==> src/rtl/m_uart_arb_if.sv <==
// Requester-side and UART-transmitter-side signals of the m_uart_arb byte arbiter.
// master = requesters plus UART model, slave = the arbiter.
interface m_uart_arb_if #(
   parameter int NREQ = 4
);
   logic [NREQ-1:0]   w_req_valid;
   logic [8*NREQ-1:0] w_req_data;
   logic [NREQ-1:0]   w_req_last;
   logic [NREQ-1:0]   r_req_ack;
   logic              r_uart_we;
   logic [7:0]        r_uart_data;
   logic              w_uart_ready;
   logic [1:0]        r_grant;
   logic              r_locked;
   logic              r_busy;

   modport master (
      output w_req_valid, w_req_data, w_req_last, w_uart_ready,
      input  r_req_ack, r_uart_we, r_uart_data, r_grant, r_locked, r_busy
   );

   modport slave (
      input  w_req_valid, w_req_data, w_req_last, w_uart_ready,
      output r_req_ack, r_uart_we, r_uart_data, r_grant, r_locked, r_busy
   );
endinterface

==> src/rtl/m_uart_arb.sv <==
// Round-robin, message-locking arbiter feeding bytes from four requesters into one UART transmitter.
// Optional lock watchdog compiled in by defining UART_ARB_TIMEOUT_EN.
module m_uart_arb #(
   parameter int NREQ        = 4,
   parameter int TIMEOUT_CYC = 1000000
) (
   input  logic         w_clk,
   input  logic         w_rst_n,
   m_uart_arb_if.slave  bus
);
   typedef enum logic [1:0] {IDLE, ISSUE, WAIT_LOW, WAIT_HIGH} state_t;

   state_t     state_reg, state_next;
   logic [7:0] uart_data_reg;
   logic [1:0] grant_reg;
   logic       locked_reg;
   logic [7:0] req_byte [NREQ];
   logic       decide;
   logic       sel_found;
   logic [1:0] sel_idx;
   logic [1:0] cand;
   logic       wdog_hit;

   for (genvar gi = 0; gi < NREQ; gi++) begin : g_req
      assign req_byte[gi]      = bus.w_req_data[8*gi +: 8];
      assign bus.r_req_ack[gi] = (state_reg == ISSUE) && (grant_reg == 2'(gi));
   end

   // Descending scan so the nearest requester after the last grant wins; the
   // last grantee itself (k = NREQ) has the lowest priority.
   always_comb begin
      sel_found = 1'b0;
      sel_idx   = grant_reg;
      cand      = grant_reg;
      if (locked_reg) begin
         sel_found = bus.w_req_valid[grant_reg];
      end else begin
         for (int k = NREQ; k >= 1; k--) begin
            cand = grant_reg + 2'(k);
            if (bus.w_req_valid[cand]) begin
               sel_found = 1'b1;
               sel_idx   = cand;
            end
         end
      end
   end

   always_comb begin
      state_next = state_reg;
      decide     = 1'b0;
      case (state_reg)
         IDLE: begin
            if (bus.w_uart_ready && sel_found) begin
               decide     = 1'b1;
               state_next = ISSUE;
            end
         end
         ISSUE:     state_next = WAIT_LOW;
         WAIT_LOW:  if (!bus.w_uart_ready) state_next = WAIT_HIGH;
         WAIT_HIGH: if (bus.w_uart_ready) state_next = IDLE;
         default:   state_next = IDLE;
      endcase
   end

   always_ff @(posedge w_clk or negedge w_rst_n) begin
      if (!w_rst_n) begin
         state_reg     <= IDLE;
         uart_data_reg <= 8'h00;
         grant_reg     <= 2'd3;
         locked_reg    <= 1'b0;
      end else begin
         state_reg <= state_next;
         if (decide) begin
            uart_data_reg <= req_byte[sel_idx];
            grant_reg     <= sel_idx;
            locked_reg    <= ~bus.w_req_last[sel_idx];
         end else if (wdog_hit) begin
            locked_reg <= 1'b0;
         end
      end
   end

`ifdef UART_ARB_TIMEOUT_EN
   localparam int TW = (TIMEOUT_CYC > 2) ? $clog2(TIMEOUT_CYC) : 1;

   logic [TW-1:0] wdog_reg;
   logic          holder_gone;

   // Only idle time spent waiting on an absent lock holder counts toward release.
   assign holder_gone = (state_reg == IDLE) && locked_reg && !bus.w_req_valid[grant_reg];
   assign wdog_hit    = holder_gone && (wdog_reg == TW'(TIMEOUT_CYC - 1));

   always_ff @(posedge w_clk or negedge w_rst_n) begin
      if (!w_rst_n) begin
         wdog_reg <= '0;
      end else if ((state_reg == ISSUE) || !locked_reg || wdog_hit) begin
         wdog_reg <= '0;
      end else if (holder_gone) begin
         wdog_reg <= wdog_reg + 1'b1;
      end
   end
`else
   assign wdog_hit = 1'b0;
`endif

   assign bus.r_uart_we   = (state_reg == ISSUE);
   assign bus.r_uart_data = uart_data_reg;
   assign bus.r_grant     = grant_reg;
   assign bus.r_locked    = locked_reg;
   assign bus.r_busy      = (state_reg != IDLE);
endmodule

==> src/flat_wrapper.sv <==
// flat-port wrapper written by rule: the top's interface ports become plain ports
module m_uart_arb_flat 
#(
   parameter int NREQ        = 4,
   parameter int TIMEOUT_CYC = 1000000
)
  (w_clk, w_rst_n, bus_w_req_valid, bus_w_req_data, bus_w_req_last, bus_w_uart_ready, bus_r_req_ack, bus_r_uart_we, bus_r_uart_data, bus_r_grant, bus_r_locked, bus_r_busy);
  m_uart_arb_if #(.NREQ(NREQ)) bus_i ();
  input  logic w_clk;
  input  logic w_rst_n;
  input wire logic [$bits(bus_i.w_req_valid)-1:0] bus_w_req_valid;
  input wire logic [$bits(bus_i.w_req_data)-1:0] bus_w_req_data;
  input wire logic [$bits(bus_i.w_req_last)-1:0] bus_w_req_last;
  input wire logic [$bits(bus_i.w_uart_ready)-1:0] bus_w_uart_ready;
  output wire logic [$bits(bus_i.r_req_ack)-1:0] bus_r_req_ack;
  output wire logic [$bits(bus_i.r_uart_we)-1:0] bus_r_uart_we;
  output wire logic [$bits(bus_i.r_uart_data)-1:0] bus_r_uart_data;
  output wire logic [$bits(bus_i.r_grant)-1:0] bus_r_grant;
  output wire logic [$bits(bus_i.r_locked)-1:0] bus_r_locked;
  output wire logic [$bits(bus_i.r_busy)-1:0] bus_r_busy;
  assign bus_i.w_req_valid = bus_w_req_valid;
  assign bus_i.w_req_data = bus_w_req_data;
  assign bus_i.w_req_last = bus_w_req_last;
  assign bus_i.w_uart_ready = bus_w_uart_ready;
  assign bus_r_req_ack = bus_i.r_req_ack;
  assign bus_r_uart_we = bus_i.r_uart_we;
  assign bus_r_uart_data = bus_i.r_uart_data;
  assign bus_r_grant = bus_i.r_grant;
  assign bus_r_locked = bus_i.r_locked;
  assign bus_r_busy = bus_i.r_busy;
  m_uart_arb #(.NREQ(NREQ), .TIMEOUT_CYC(TIMEOUT_CYC)) u_core (.w_clk(w_clk), .w_rst_n(w_rst_n), .bus(bus_i));
endmodule
==> config.mk <==
export PLATFORM = sky130hd
export DESIGN_NAME = m_uart_arb_flat
export DESIGN_NICKNAME = d
export VERILOG_FILES = /design/src/rtl/m_uart_arb_if.sv /design/src/rtl/m_uart_arb.sv /design/src/flat_wrapper.sv
export SDC_FILE = /design/constraint.sdc
export NUM_CORES = 1
export LEC_CHECK = 0
export CORE_ASPECT_RATIO = 1.75
export CORE_MARGIN = 8
export CORE_UTILIZATION = 37
export DETAILED_ROUTE_END_ITERATION = 8
export GPL_TIMING_DRIVEN = 0
export HOLD_SLACK_MARGIN = 0.15
export PLACE_DENSITY = 0.76
export RECOVER_POWER = 50
export SKIP_CTS_REPAIR_TIMING = 1
export SLEW_MARGIN = 20
export SYNTH_ARGS = -nofsm -noshare
export SYNTH_HDL_FRONTEND = slang
export SYNTH_SLANG_ARGS = --single-unit
==> constraint.sdc <==
create_clock -name w_clk -period 2.5 [get_ports w_clk]
set_input_delay 0.625 -clock w_clk [delete_from_list [all_inputs] [get_ports w_clk]]
set_output_delay 0.625 -clock w_clk [all_outputs]
set_load 0.01 [all_outputs]
# Yosys cells after proc, flatten, opt, wreduce, memory -nomap -nowiden
# Index checks and enable logic that the tools add are counted.
# op_classes
order_cmp	6
n_reduce_logical	9
bitwise_logic	2
add_sub_neg	3
muxes	28
eq_ne	9
# op_table
cell	n
$bmux 8 s2	1
$mux 8	2
$lt 2x3->1 const B	5
$mux 2	7
$mux 1	12
$bmux 1 s2	5
$eq 2x2->1 const B	4
$pmux 2 s4	1
$logic_and 1x1->1	5
$add 2x2->2 const B	2
$eq 2x1->1 const B	2
$logic_not 2->1	2
$ne 2x2->1 const B	2
$ge 3x3->1 const B	1
$not 2->3	1
$reduce_and 3->1	1
$add 2x1->2 const B	1
$ne 2x1->1 const B	1
$reduce_bool 2->1	1
$not 1->1	1
# totals
in_bits	43
regBits	13

# Longest topological paths before layout
# Gate-level depths: netlist of run 1.
# depth
word_depth	11
ltp_mapped	10

# Worst setup path before layout of run 1
# No wires, ideal clock.
# synth_timing
path_kind	reg-to-reg
from	register u_core.grant_reg[0] (netlist: u_core.bus.r_grant[0])
to	register u_core.uart_data_reg[0] (netlist: u_core.bus.r_uart_data[0])
arrival_ns	2.495
setup_time_ns	0.141
path_slack_ns	-0.136
path_stages_with_launch	11
n_path_buf	2
period_less_slack_ns	2.636
t_required_ns	2.359
path_cell_list	dfstp_2 -> buf_4 -> inv_1 -> ha_1 -> mux4_2 -> nand2b_4 -> nand2_4 -> xnor2_4 -> buf_12 -> mux2i_1 -> o221ai_1
# synth_via
elab_chain_cells	11
word_cells_on_any_way	27
cone_classes	3 x add/sub; 22 x mux; 1 x bitwise; 1 x reduce/logical
# synth_rtl
item	line_no	rtl
start, declared	m_uart_arb.sv:15	logic [1:0] grant_reg;
start signal, assigned	m_uart_arb.sv:75	grant_reg <= sel_idx;
$add 2x2->2	m_uart_arb.sv:39	cand = grant_reg + 2'(k);
$bmux 1 s2	m_uart_arb.sv:40	if (bus.w_req_valid[cand]) begin
$mux 1 (implied by the code)	m_uart_arb.sv:40	
$mux 2 (3 in series)	m_uart_arb.sv:40	
$mux 2	m_uart_arb.sv:35	if (locked_reg) begin
$not 2->3 (implied by the code)	m_uart_arb.sv:74	uart_data_reg <= req_byte[sel_idx];
$bmux 8 s2	m_uart_arb.sv:74	
$mux 8 (implied by the code) (2 in series)	m_uart_arb.sv:74	
end signal, assigned	m_uart_arb.sv:74	
end, declared	m_uart_arb.sv:14	logic [7:0] uart_data_reg;
# Parallel ways exist; a longest one is shown, timed or not. The select of a mux whose other input is x is not followed.
# A chain may end at the register's enable or synchronous reset.

# Worst setup path after layout of run 1
# Same ends and word-level chain as after synthesis.

==> metrics.log, run 1 <==
INFO  metric final_net_count = 244
INFO  metric postSynthNetCount = about 170
INFO  metric instances_no_fill = about 230
INFO  metric grt_use_total = between 10 and 15%
INFO  metric finalHoldViolCount = 0
INFO  metric critPathCaptureType = register
INFO  metric fin_worst_hold_slack = between 400 and 500 ps
INFO  metric die_w = slightly below 60 µm
INFO  metric clock_latency = about 240 ps
INFO  metric clockRootBuffer = clkbuf_8
INFO  metric peakVddDrop = roughly 0.92 mV
INFO  metric timing.reg2reg.setup_slack = -140 ps
INFO  metric routed_wl_met3 = ~350 µm
INFO  metric topRoutingLayerUsed = met4
INFO  metric final_layout_size_suffix_gt1_share = between 10% and 20%
INFO  metric most_numerous_cell_types_in_the_synthesized_netlist = mux2i_1 (21), nand2_1 (13), dfrtp_1 (11)
INFO  metric tritoncts.num_buffers = 3
INFO  metric final_max_slew_viol_count = 0
INFO  metric dpl_cell_area = ~1900 µm²
INFO  metric ff2ff_path_depth = 11
INFO  metric seq_area_frac_synth = a little over a quarter
INFO  metric route.vias.total = between 1000 and 1500
INFO  metric setup_ws = -141 ps
INFO  metric leakage = between 0.9 and 1 nW
INFO  metric critical_path_arrival = about 2800 ps
INFO  metric postSynth.asyncResetShare = between 90% and 100%
INFO  metric setup_crit_end = u_core.bus.r_uart_data[0]
INFO  metric maxCapViolations = 0
INFO  metric critPathLaunchType = register
INFO  metric synth_top_area_share = ~23%
INFO  metric globalRoute.totalOverflow = 0
INFO  metric number_of_design_rule_violations_left_after_detail_routing = 0
INFO  metric timing.critical_path.required = roughly 2600 ps
INFO  metric clock_skew = 0.908 ps
INFO  metric synthMostInstantiatedCell = mux2i_1
INFO  metric fmax = between 0.3 and 0.4 GHz
INFO  metric numPortBuffers = 59
INFO  metric r2r-end = u_core.bus.r_uart_data[0]
INFO  metric cts_sinks = 13
INFO  metric cellPowerDensity = 1280 nW/µm²
INFO  metric post_route_met1_wirelength = 1.50 mm
INFO  metric critical_path.top_delay_family = flip-flops
INFO  metric setup.worst_path.class = reg2reg
INFO  metric critical_path.cell_chain = buf_8 > clkinvlp_4 > ha_4 > mux4_2 > nand2b_4 > nand2_4 > xnor2_4 > buf_12 > clkbuf_16 > mux2i_1 > o221ai_1
INFO  metric dp_wirelength = around 3.0 mm
INFO  metric netlist-cell-type-count = 39
INFO  metric synth-warning-count = 0
INFO  metric dpl.cell_count = 221
INFO  metric grt_setup_unrepaired = yes
INFO  metric crit-reg2reg-launch = u_core.bus.r_grant[0]
INFO  metric detail_route.vias_per_cell = 5.27
INFO  metric finalSetupTns = -849 ps
INFO  metric fin_crit_period = 2640 ps
INFO  metric layout_worst_path_cycle_share = 106%
INFO  metric syn_area = 1220 µm²
INFO  metric grt_pass1_wl = around 6 mm
INFO  metric timing.hold.worst.class = reg2reg
INFO  metric max_buffers_root_to_sink = 2
INFO  metric worstSetupStartpoint = u_core.bus.r_grant[0]
INFO  metric detail_route.wl_per_cell = approximately 16 µm
INFO  metric design.die.area = about 5500 µm²
INFO  metric crit_fanout = 6
INFO  metric worst-path-buf-inv = 4
INFO  metric violations_in_the_final_reports = negative setup slack
INFO  metric netlist_instances = between 100 and 150
INFO  metric worstSetupPathDepth = 11
INFO  metric initial_core_utilization = between 30% and 40%
INFO  metric totalWireLength = about 3.8 mm
INFO  metric clk_pin_slew = approximately 60 ps
INFO  metric ant_diodes = 0
INFO  metric core.rowCount = 27
INFO  metric coreArea = about 3100 µm²
INFO  metric synth_largest_area_cell = dfrtp_1
INFO  metric finalInstanceArea = slightly above 2000 µm²
INFO  metric first_pass_iters = 4
INFO  metric ios = 60
INFO  metric cts_tree = done
INFO  metric antenna_violating_nets_post_route = 0
INFO  metric clock_tree.htree_level_count = 1
INFO  metric flow.area_growth_from_synthesis = 69.6%
INFO  metric top_post_synthesis_cells_by_area = dfrtp_1 (23%), mux2i_1 (17%), ha_1 (9.2%)
INFO  metric gp_congestion = a little under 0.9
INFO  metric synth_register_bits = 13
INFO  metric slew_headroom = between 60% and 70%
INFO  metric route.met2.wl = 1.89 mm
INFO  metric die_height = 91.9 µm
INFO  metric cp_slowest_stage_delay = 590 ps
INFO  metric max_reg_flops = 8
INFO  metric timing.final.setup_violations = 9
INFO  metric syn_avg_cell_area = 10.2 µm²
INFO  metric grt_antenna_before_repair = 0
INFO  metric first_iter_violations = 33
INFO  metric yosys_most_used_dff = dfrtp_1
INFO  metric grt_start_max_net_pins = 14
INFO  metric outcome = complete, but fails checks
INFO  metric cp_slowest_cell = dfstp_2
INFO  metric grt_pass1_vias = 1335
INFO  metric measured_slew_at_the_worst_slew_check_pin = between 500 and 600 ps
INFO  metric synth_enable_flop_cells = 0
[metrics by stage]
stage | power (mW) | setup WS (ps) | utilization, %
2_1_floorplan | 1.58 | -105 | -
3_3_place_gp | 2.04 | -406 | 59.9
4_1_cts | 2.30 | -397 | 61.4
6_report | 2.64 | -141 | 65.8
3_5_place_dp | 2.10 | -485 | 59.9
5_1_grt | 2.83 | -241 | 65.8
[area by class of cell]
cell class | count | area, µm²
Fill cell | 256 | 1070
Clock buffer | 4 | 45.0
Sequential cell | 13 | 328
Buffer | 3 | 46.3
Timing Repair Buffer | 70 | 717
Inverter | 9 | 37.5
Tap cell | 43 | 53.8
Multi-Input combinational cell | 92 | 840
[power by group]
| part | internal, mW | switching, mW |
|---|---|---|
| sequential | 0.327 | 0.0849 |
| combinational | 1.17 | 0.867 |
| clock | 0.113 | 0.0788 |
| total | 1.61 | 1.03 |
[cells in the final DEF (no fill, tap or decap), drive strengths merged, types with 3 or more instances in the layout]
cell | synthesis | layout
dlymetal6s2s | 0 | 4
buf | 4 | 13
clkbuf | 1 | 5
nand2 | 14 | 14
o221ai | 9 | 9
inv | 9 | 8
and2 | 4 | 4
ha | 9 | 9
mux2i | 21 | 21
clkdlybuf4s50 | 0 | 50
mux4 | 3 | 3
dfrtp | 11 | 11
o21ai | 4 | 4
nor2 | 5 | 5
dlygate4sd3 | 0 | 5
[worst register-to-register path: stages, from the launching register on]
cell	delay (ps)
dfstp_2	590
buf_8	130
clkinvlp_4	150
ha_4	330
mux4_2	290
nand2b_4	180
nand2_4	90
xnor2_4	120
buf_12	150
clkbuf_16	150
mux2i_1	210
o221ai_1	120
[kinds of logic after synthesis]
group,count (synthesis),synth area share [%]
AO/OA/AOI/OAI,23,15.5
XOR/XNOR,2,2.98
adder cells (fa/ha/maj),9,9.24
buffers and inverters,14,6.57
flip-flops,13,26.9
multiplexers,26,24.9
AND/OR/NAND/NOR,32,13.9
[worst min path at each step]
stage	slack (ps)	endpoint	cells past startpoint	start
after CTS	490	u_core.bus.r_uart_data[1]	2	u_core.bus.r_uart_data[1]
final	480	u_core.bus.r_uart_data[7]	2	u_core.bus.r_uart_data[7]
after global placement	470	u_core.bus.r_uart_data[3]	2	u_core.bus.r_uart_data[3]
after floorplan	330	u_core.bus.r_locked	0	w_rst_n
after global routing	500	u_core.bus.r_uart_data[7]	2	u_core.bus.r_uart_data[7]
after detailed placement	470	u_core.bus.r_uart_data[1]	2	u_core.bus.r_uart_data[1]
[metal layers]
metal / GRT usage (%) / up-vias
met5: 0 / -
met4: 7.23 / 0
met3: 4.76 / 6
met2: 24.0 / 65
met1: 14.3 / 579
li1: - / 583
(Power assumes the default switching activity.)
==> inputs of run 2 (changes only) <==
--- a/config.mk
+++ b/config.mk
@@ -7,11 +7,11 @@
 export LEC_CHECK = 0
 export CORE_ASPECT_RATIO = 1.75
 export CORE_MARGIN = 8
-export CORE_UTILIZATION = 37
+export CORE_UTILIZATION = 35
 export DETAILED_ROUTE_END_ITERATION = 8
 export GPL_TIMING_DRIVEN = 0
 export HOLD_SLACK_MARGIN = 0.15
-export PLACE_DENSITY = 0.76
+export PLACE_DENSITY = 0.73
 export RECOVER_POWER = 50
 export SKIP_CTS_REPAIR_TIMING = 1
 export SLEW_MARGIN = 20
==> metrics.log, run 2 (synthesized netlist as in run 1, its figures left out) <==
INFO  metric hold_end = u_core.bus.r_uart_data[1]
INFO  metric first_iter_violations = 16 (-52%)
INFO  metric number_of_design_rule_violations_left_after_detail_routing = 0 (unchanged)
INFO  metric cellPowerDensity = 1300 nW/µm² (+2.1%)
INFO  metric r2r-end = u_core.bus.r_uart_data[0]
INFO  metric ant_diodes = 0 (unchanged)
INFO  metric route.vias.total = 1230 (-0.24%)
INFO  metric final_net_count = 246 (+0.82%)
INFO  metric critical_path.cell_chain = buf_8 > clkinvlp_4 > ha_4 > mux4_2 > nand2b_4 > nand2_4 > xnor2_4 > buf_12 > clkbuf_16 > mux2i_1 > o221ai_1
INFO  metric tritoncts.num_buffers = 3 (unchanged)
INFO  metric cp_slowest_stage_delay = 570 ps (-20 ps)
INFO  metric dp_wirelength = 3.17 mm (+5.0%)
INFO  metric detail_route.wl_per_cell = 16.3 µm (about the same)
INFO  metric final_max_slew_viol_count = 0 (unchanged)
INFO  metric flow.area_growth_from_synthesis = 72.4%
INFO  metric numPortBuffers = 59 (unchanged)
INFO  metric globalRoute.totalOverflow = 0 (unchanged)
INFO  metric cts_tree = done
INFO  metric grt_start_max_net_pins = 14 (unchanged)
INFO  metric cp_slowest_cell = dfstp_2
INFO  metric die_w = 60.6 µm (+2.1%)
INFO  metric max_buffers_root_to_sink = 2 (unchanged)
INFO  metric critical_path.top_delay_family = flip-flops
INFO  metric worst-path-buf-inv = 4 (unchanged)
INFO  metric crit_fanout = 7 (+1)
INFO  metric timing.reg2reg.setup_slack = -70 ps (+70 ps)
INFO  metric grt_setup_unrepaired = yes
INFO  metric setup.worst_path.class = reg2reg
INFO  metric maxCapViolations = 0 (unchanged)
INFO  metric antenna_violating_nets_post_route = 0 (unchanged)
INFO  metric design.die.area = 5700 µm² (+4.4%)
INFO  metric outcome = complete, but fails checks
INFO  metric critPathCaptureType = register
INFO  metric grt_pass1_vias = 1416 (+6.1%)
INFO  metric violations_in_the_final_reports = negative setup slack
INFO  metric layout.cells.most_common = clkdlybuf4s50_1
INFO  metric clock_latency = 240 ps (about the same)
INFO  metric fmax = 0.389 GHz (+2.8%)
INFO  metric detail_route.vias_per_cell = 5.17 (-1.9%)
INFO  metric fin_crit_period = 2570 ps (-71.8 ps)
INFO  metric finish.utilization = 62.5% (-3.3 points)
INFO  metric core.rowCount = 28 (+3.7%)
INFO  metric setup_ws = -68.9 ps (+71.8 ps)
INFO  metric worst_hold_startpoint = u_core.bus.r_uart_data[1]
INFO  metric critPathLaunchType = register
INFO  metric clock_skew = 3.44 ps (+2.53 ps)
INFO  metric measured_slew_at_the_worst_slew_check_pin = 602 ps (+4.27 ps)
INFO  metric fin_worst_hold_slack = 504 ps (+21.1 ps)
INFO  metric coreArea = 3360 µm² (+7.0%)
INFO  metric clock_tree.htree_level_count = 1 (unchanged)
INFO  metric timing.critical_path.required = 2600 ps (about the same)
INFO  metric first_pass_iters = 4 (unchanged)
INFO  metric timing.hold.worst.class = reg2reg
INFO  metric hold-path-cell-count = 2 (unchanged)
INFO  metric peakVddDrop = 0.695 mV (-24%)
INFO  metric cts_sinks = 13 (unchanged)
INFO  metric max_reg_flops = 8 (unchanged)
INFO  metric grt_use_total = 13.7% (-0.33 points)
INFO  metric clockRootBuffer = clkbuf_8
INFO  metric timing.final.setup_violations = 9 (unchanged)
INFO  metric ff2ff_path_depth = 11 (unchanged)
INFO  metric die_height = 94.1 µm (+2.3%)
INFO  metric grt_antenna_before_repair = 0 (unchanged)
INFO  metric slew_headroom = 59.8% (-0.29 points)
INFO  metric grt_pass1_wl = 6.14 mm (+2.1%)
INFO  metric ios = 60 (unchanged)
INFO  metric layout_worst_path_cycle_share = 103% (-2.9 points)
INFO  metric final_cell_mix = clkdlybuf4s50_1 (52), mux2i_1 (19), nand2_1 (12), dfrtp_1 (11), buf_4 (10)
INFO  metric leakage = 0.946 nW (-2.4%)
INFO  metric final_layout_size_suffix_gt1_share = 19.7% (+2.4 points)
INFO  metric totalWireLength = 3.89 mm (+1.7%)
INFO  metric finalHoldViolCount = 0 (unchanged)
INFO  metric crit-reg2reg-launch = u_core.bus.r_grant[0]
INFO  metric clk_pin_slew = 60 ps (about the same)
INFO  metric critical_path_arrival = 2670 ps (-80 ps)
INFO  metric initial_core_utilization = 36.2% (-2.6 points)
INFO  metric gp_congestion = 0.815 (-8.5%)
-- run 2: per-layer routing --
metal  wire (µm)  part of all wire [%]  vias up  global-route usage (%)
li1            -                     -      587                       -
met1        1420                    36      571                    13.3
met2        1970                    51       64                    24.2
met3         384                   9.9        8                    5.35
met4         114                   2.9        0                    5.87
met5           0                     0        -                       0
-- run 2: worst min-delay path, stage by stage, from the launching register on --
cell and delay (ps):
dfrtp_1 340, nand2_1 60, o221ai_1 60
-- run 2: how the worst max path moves through the flow --
stage / to / startpoint / cells after the start
CTS: u_core.bus.r_uart_data[7] / u_core.bus.r_grant[0] / 10
global route: u_core.bus.r_uart_data[7] / u_core.bus.r_grant[0] / 11
floorplan: u_core.bus.r_locked / u_core.bus.r_grant[0] / 9
detailed placement: u_core.bus.r_uart_data[7] / bus_w_req_valid[1] / 8
finish: u_core.bus.r_uart_data[0] / u_core.bus.r_grant[0] / 11
global placement: u_core.bus.r_uart_data[7] / bus_w_req_valid[1] / 8
-- run 2: area by class of cell --
cell class,count,area [µm²]
multi-input combinational,92,858
timing repair buffer,72,729
fill,295,1260
clock buffer,4,45.0
buffer,3,46.3
tap,45,56.3
inverter,9,37.5
sequential,13,328
-- run 2: per-stage QoR --
stage | cell area (µm²) | total power [mW] | TNS (ps) | worst slack, ps | std cells
after CTS | 1930 | 2.32 | -4290 | -452 | 227
after global routing | 2100 | 2.92 | -1290 | -159 | 238
after global placement | 1890 | 2.04 | -3690 | -404 | 223
final | 2100 | 2.74 | -506 | -68.9 | 238
after detailed placement | 1890 | 2.12 | -4570 | -503 | 223
after floorplan | 1240 | 1.58 | -876 | -105 | 119
-- run 2: report_power, final --
part / switching [mW] / internal, mW / total, mW
Sequential: 0.0841 / 0.327 / 0.411
Combinational: 0.907 / 1.23 / 2.14
Clock: 0.0730 / 0.112 / 0.185
